### src/rtl/bcd_pkg.sv
// Shared constants, types and helpers for
// the sequential binary-to-BCD converter.
package bcd_pkg;

  localparam int DIG_W = 4;
  localparam logic [DIG_W-1:0] DIGIT_NINE = 4'h9;

  typedef enum logic {
    IDLE,
    SHIFT
  } state_t;

  function automatic longint unsigned pow10(input int n);
    longint unsigned r;
    r = 1;
    for (int i = 0; i < n; i++) begin
      r = r * 10;
    end
    return r;
  endfunction

endpackage

### src/rtl/bcd_if.sv
// Start/busy/done handshake and result bus
// between the ADC sample register and the digit decoders.
interface bcd_if #(
  parameter int BIN_W  = 12,
  parameter int DIGITS = 4
);

  logic                  start;
  logic [BIN_W-1:0]      bin_in;
  logic                  busy;
  logic                  done;
  logic [4*DIGITS-1:0]   bcd_out;
  logic                  overflow;

  modport master (
    output start,
    output bin_in,
    input  busy,
    input  done,
    input  bcd_out,
    input  overflow
  );

  modport slave (
    input  start,
    input  bin_in,
    output busy,
    output done,
    output bcd_out,
    output overflow
  );

endinterface

### src/rtl/bcd_add3.sv
// Double-dabble digit correction cell:
// values 5..9 get +3 so the next shift carries correctly.
module bcd_add3 (
  input  logic [3:0] din,
  output logic [3:0] dout
);

  // Adjust only 5..9, so the sum never leaves 4 bits.
  always_comb begin
    dout = din;
    if (din >= 4'd5) begin
      dout = din + 4'd3;
    end
  end

endmodule

### src/rtl/bin_to_bcd_seq.sv
// Sequential shift-and-add-3 converter, one bit per clock,
// with saturation to all nines when the input does not fit.
module bin_to_bcd_seq #(
  parameter int BIN_W  = 12,
  parameter int DIGITS = 4
) (
  input logic clk,
  input logic rst,
  bcd_if.slave bus
);

  import bcd_pkg::*;

  localparam int BCD_W = DIG_W * DIGITS;
  localparam int SR_W  = BCD_W + BIN_W;
  localparam int CNT_W = $clog2(BIN_W + 1);
  localparam logic [63:0] MAX_VAL = 64'(pow10(DIGITS) - 1);

  state_t            state;
  logic [SR_W-1:0]   sr;
  logic [SR_W-1:0]   adj;
  logic [SR_W-1:0]   sh;
  logic [CNT_W-1:0]  cnt;
  logic              ovf_pend;
  logic              ovf_cmp;
  logic              busy_q;
  logic              done_q;
  logic [BCD_W-1:0]  bcd_q;
  logic              ovf_q;

  assign ovf_cmp = 64'(bus.bin_in) > MAX_VAL;

  assign adj[BIN_W-1:0] = sr[BIN_W-1:0];

  genvar g;
  for (g = 0; g < DIGITS; g++) begin : g_dig
    bcd_add3 u_add3 (
      .din  (sr[BIN_W+DIG_W*g +: DIG_W]),
      .dout (adj[BIN_W+DIG_W*g +: DIG_W])
    );
  end

  assign sh = adj << 1;

  assign bus.busy     = busy_q;
  assign bus.done     = done_q;
  assign bus.bcd_out  = bcd_q;
  assign bus.overflow = ovf_q;

  // Control FSM, datapath shift and registered result.
  always_ff @(posedge clk or posedge rst) begin
    if (rst) begin
      state    <= IDLE;
      sr       <= '0;
      cnt      <= '0;
      ovf_pend <= 1'b0;
      busy_q   <= 1'b0;
      done_q   <= 1'b0;
      bcd_q    <= '0;
      ovf_q    <= 1'b0;
    end else begin
      unique case (state)
        IDLE: begin
          done_q <= 1'b0;
          if (bus.start) begin
            sr       <= {{BCD_W{1'b0}}, bus.bin_in};
            cnt      <= CNT_W'(BIN_W);
            ovf_pend <= ovf_cmp;
            busy_q   <= 1'b1;
            state    <= SHIFT;
          end
        end
        SHIFT: begin
          sr  <= sh;
          cnt <= cnt - 1'b1;
          if (cnt == CNT_W'(1)) begin
            if (ovf_pend) begin
              bcd_q <= {DIGITS{DIGIT_NINE}};
            end else begin
              bcd_q <= sh[SR_W-1 -: BCD_W];
            end
            ovf_q  <= ovf_pend;
            done_q <= 1'b1;
            busy_q <= 1'b0;
            state  <= IDLE;
          end
        end
        default: state <= IDLE;
      endcase
    end
  end

endmodule

### src/flat_wrapper.sv
// flat-port wrapper written by rule: the top's interface ports become plain ports
module bin_to_bcd_seq_flat import bcd_pkg::*;
#(
  parameter int BIN_W  = 12,
  parameter int DIGITS = 4
)
  (clk, rst, bus_start, bus_bin_in, bus_busy, bus_done, bus_bcd_out, bus_overflow);
  bcd_if #(.BIN_W(BIN_W), .DIGITS(DIGITS)) bus_i ();
  input logic clk;
  input logic rst;
  input wire logic [$bits(bus_i.start)-1:0] bus_start;
  input wire logic [$bits(bus_i.bin_in)-1:0] bus_bin_in;
  output wire logic [$bits(bus_i.busy)-1:0] bus_busy;
  output wire logic [$bits(bus_i.done)-1:0] bus_done;
  output wire logic [$bits(bus_i.bcd_out)-1:0] bus_bcd_out;
  output wire logic [$bits(bus_i.overflow)-1:0] bus_overflow;
  assign bus_i.start = bus_start;
  assign bus_i.bin_in = bus_bin_in;
  assign bus_busy = bus_i.busy;
  assign bus_done = bus_i.done;
  assign bus_bcd_out = bus_i.bcd_out;
  assign bus_overflow = bus_i.overflow;
  bin_to_bcd_seq #(.BIN_W(BIN_W), .DIGITS(DIGITS)) u_core (.clk(clk), .rst(rst), .bus(bus_i));
endmodule
### config.mk
export PLATFORM = sky130hd
export DESIGN_NAME = bin_to_bcd_seq_flat
export DESIGN_NICKNAME = d
export VERILOG_FILES = /design/src/rtl/bcd_pkg.sv /design/src/rtl/bcd_if.sv /design/src/rtl/bcd_add3.sv /design/src/rtl/bin_to_bcd_seq.sv /design/src/flat_wrapper.sv
export SDC_FILE = /design/constraint.sdc
export NUM_CORES = 1
export LEC_CHECK = 0
export BUFFER_PORTS_ARGS = -buffer_cell sky130_fd_sc_hd__buf_2
export CAP_MARGIN = 20
export CORE_MARGIN = 8
export CORE_UTILIZATION = 57
export CTS_CLUSTER_SIZE = 28
export DETAILED_ROUTE_END_ITERATION = 12
export HOLD_SLACK_MARGIN = 0.08
export PLACE_DENSITY = 0.79
export SLEW_MARGIN = 10
export SYNTH_ARGS = -nofsm -noshare
export SYNTH_HDL_FRONTEND = slang
export SYNTH_HIERARCHICAL = 1
export SYNTH_SLANG_ARGS = --single-unit
### constraint.sdc
create_clock -name clk -period 2.2 [get_ports clk]
set_input_delay 0.44 -clock clk [delete_from_list [all_inputs] [get_ports clk]]
set_output_delay 0.44 -clock clk [all_outputs]
set_load 0.01 [all_outputs]
==> metrics.md <==
| Metric | Value |
|---|---|
| Worst path cell trace | `inv_1, ha_1, nor3b_2, and2_4, mux2_2` |
| Syn Std Cell Area | `2530 µm²` |
| Worst setup EP type | `register` |
| Power consumption | `4.045 mW` |
| Synth Instances | `230` |
| Total gr overflow | `0` |
| Worst Max-Slew Pin Slew | `0.6927 ns` |
| DRT Pass-1 Iters | `4` |
| Post-CTS sizing | `0` |
| PwrDens | `1434 nW/µm²` |
| Most common cell after layout, fill and taps aside | `dfrtp_1` |
| Antenna Diode Count | `0` |
| Syn_area_per_cell | `11.00 µm²` |
| DR vias | `1,699` |
| Vias in the first global route | `1,733` |
| VDD IR-drop max | `0.7098 mV` |
| Clk buf depth | `2` |
| Final Instance Area | `2820 µm²` |
| Hold Vio Cnt, Final | `0` |
| RR Startpoint | `u_core/cnt[1]` |
| Die Span X | `82.62 µm` |
| Placed inst area | `2703 µm²` |
| Hold buffer count at CTS | `0` |
| Slew HR | `53.65%` |
| Met1 Use GR | `17.14%` |
| Initial antenna violation count | `0` |
| First-pass GRT wire length | `7693 µm` |
| CP arrival | `1.94 ns` |
| Fin nets | `284` |
| Post-CTS setup buffer count | `0` |
| Setup_tns | `0 ns` |
| Setup WS pre-CTS | `0.4489 ns` |
| Drt total wl | `4453 µm` |
| Hold_ws | `0.2962 ns` |
| Critical Path End | `u_core/bus.bcd_out[14]` |
| Clock Skews | `0.008277 ns` |
| Flop2flop setup slack | `0.45 ns` |
| Via density | `5.446` |
| HPWL after DPL | `3087 µm` |
| GRT Total Usage | `14.40%` |
| Dpl cells | `304` |
| RR Endpoint | `u_core/bus.bcd_out[14]` |
| P_leak | `1.402 nW` |
| Fmax | `0.5723 GHz` |
| Fillers | `331` |
| H-tree depth | `2` |
| RSZ-0062 raised after global routing | `no` |
| Final Non-Filler Cells | `312` |
| Most frequent cells in the layout | `dfrtp_1, nand2_1, buf_2, o21ai_0` |
| Max cap viols | `0` |
| Critical Path Start Type | `register` |
| Num CTS Buffers | `5` |
| Critical path class | `register to register` |
| Slowest cell on the critical path | `dfrtp_1` |
| Setup Viol. Count Final | `0` |
| Hold WC Path Type | `input pin to async pin` |
| Area grow syn2layout | `11.47%` |
| DRC viols | `0` |
| Busiest grt layer | `met2` |
| Fraction of layout cells with a size suffix above 1 | `26.15%` |
| CTS clk-pin slew, worst paths | `0.09 ns` |
| Antenna-violating nets left | `0` |
| Average wire per cell in the routed design | `14.27 µm` |
| Worst Setup SP | `u_core/cnt[1]` |
| Status | `finished clean` |
| Grt met2 use | `24.35%` |
| Slew Viols, Final | `0` |
| Core Area | `4324 µm²` |
| Port bufs | `32` |
| Util after Layout | `65.22%` |
| Full die area | `6826 µm²` |
| Die Ht | `82.62 µm` |
| DRT iter0 DRCs | `100` |
| Min setup slack post-route | `0.4527 ns` |
| Placement row count | `24` |
| CTS tree | `yes` |
| CP max stage delay | `0.40 ns` |
| Fin crit period | `1.747 ns` |
| Worst skew pair latency | `0.29 ns` |
| Worst Reg2Reg Path Length in Cells | `5` |
| GR Layer Usage met3 | `4.113%` |
| Clk sinks | `51` |
| Synth warn | `6` |
| Tcrit/Tclk final | `79.42%` |
| Initial Util | `58.51%` |
| Io pins | `34` |
| Clk root buf | `clkbuf_8` |
| Largest net degree at the start of global routing | `52` |
| CP max FO | `17` |
| CP required | `2.39 ns` |
| Gp weighted congestion | `0.7483` |
| Syn Nets | `255` |
-- worst max-delay path, delay by kind of cell, from the launching register on --
family	cells	cell delay, ns
adders and majority gates	1	0.15
buffers and inverters	1	0.11
DFF	1	0.40
muxes	1	0.38
and+or+nand+nor	2	0.61
-- how the worst min path moves through the flow --
stage	start	endpoint	slack, ns	depth (start not counted)
after global routing	rst	u_core/bus.bcd_out[6]	0.34	3
after floorplan	u_core/sr[0]	u_core/sr[1]	0.45	2
after global placement	u_core/sr[0]	u_core/sr[1]	0.46	2
final	rst	u_core/bus.bcd_out[5]	0.30	3
after CTS	rst	u_core/bus.bcd_out[11]	0.32	3
after detailed placement	u_core/sr[8]	u_core/sr[9]	0.48	2
-- flip-flops by register name, indices dropped and copies added (netlist names) --
signal	cells
u_core/sr	28
u_core/bus.bcd_out	16
u_core/cnt	4
u_core/bus.busy	1
u_core/bus.done	1
u_core/state	1
-- power by group --
part | switching [mW] | total, mW | leakage (nW) | internal (mW)
Clock | 0.294 | 0.663 | 0.0612 | 0.368
Sequential | 0.333 | 1.67 | 0.643 | 1.34
Combinational | 0.838 | 1.71 | 0.697 | 0.875
Total | 1.47 | 4.04 | 1.40 | 2.58
-- layer usage --
metal / share of wire (%) / wire length (µm)
met5: 0 / 0
met4: 0.79 / 35
met3: 4.7 / 209
met2: 51 / 2265
met1: 44 / 1943
-- final cells by class --
cell class	count	area, µm²	area share (%)
Sequential cell	51	1276	45.25
Multi-Input combinational cell	154	1121	39.75
Timing Repair Buffer	35	195.2	6.921
Clock buffer	6	82.58	2.928
Tap cell	52	65.06	2.307
Inverter	12	45.04	1.597
Clock inverter	2	35.03	1.242
No activity file was read; power rests on OpenSTA's default activity.
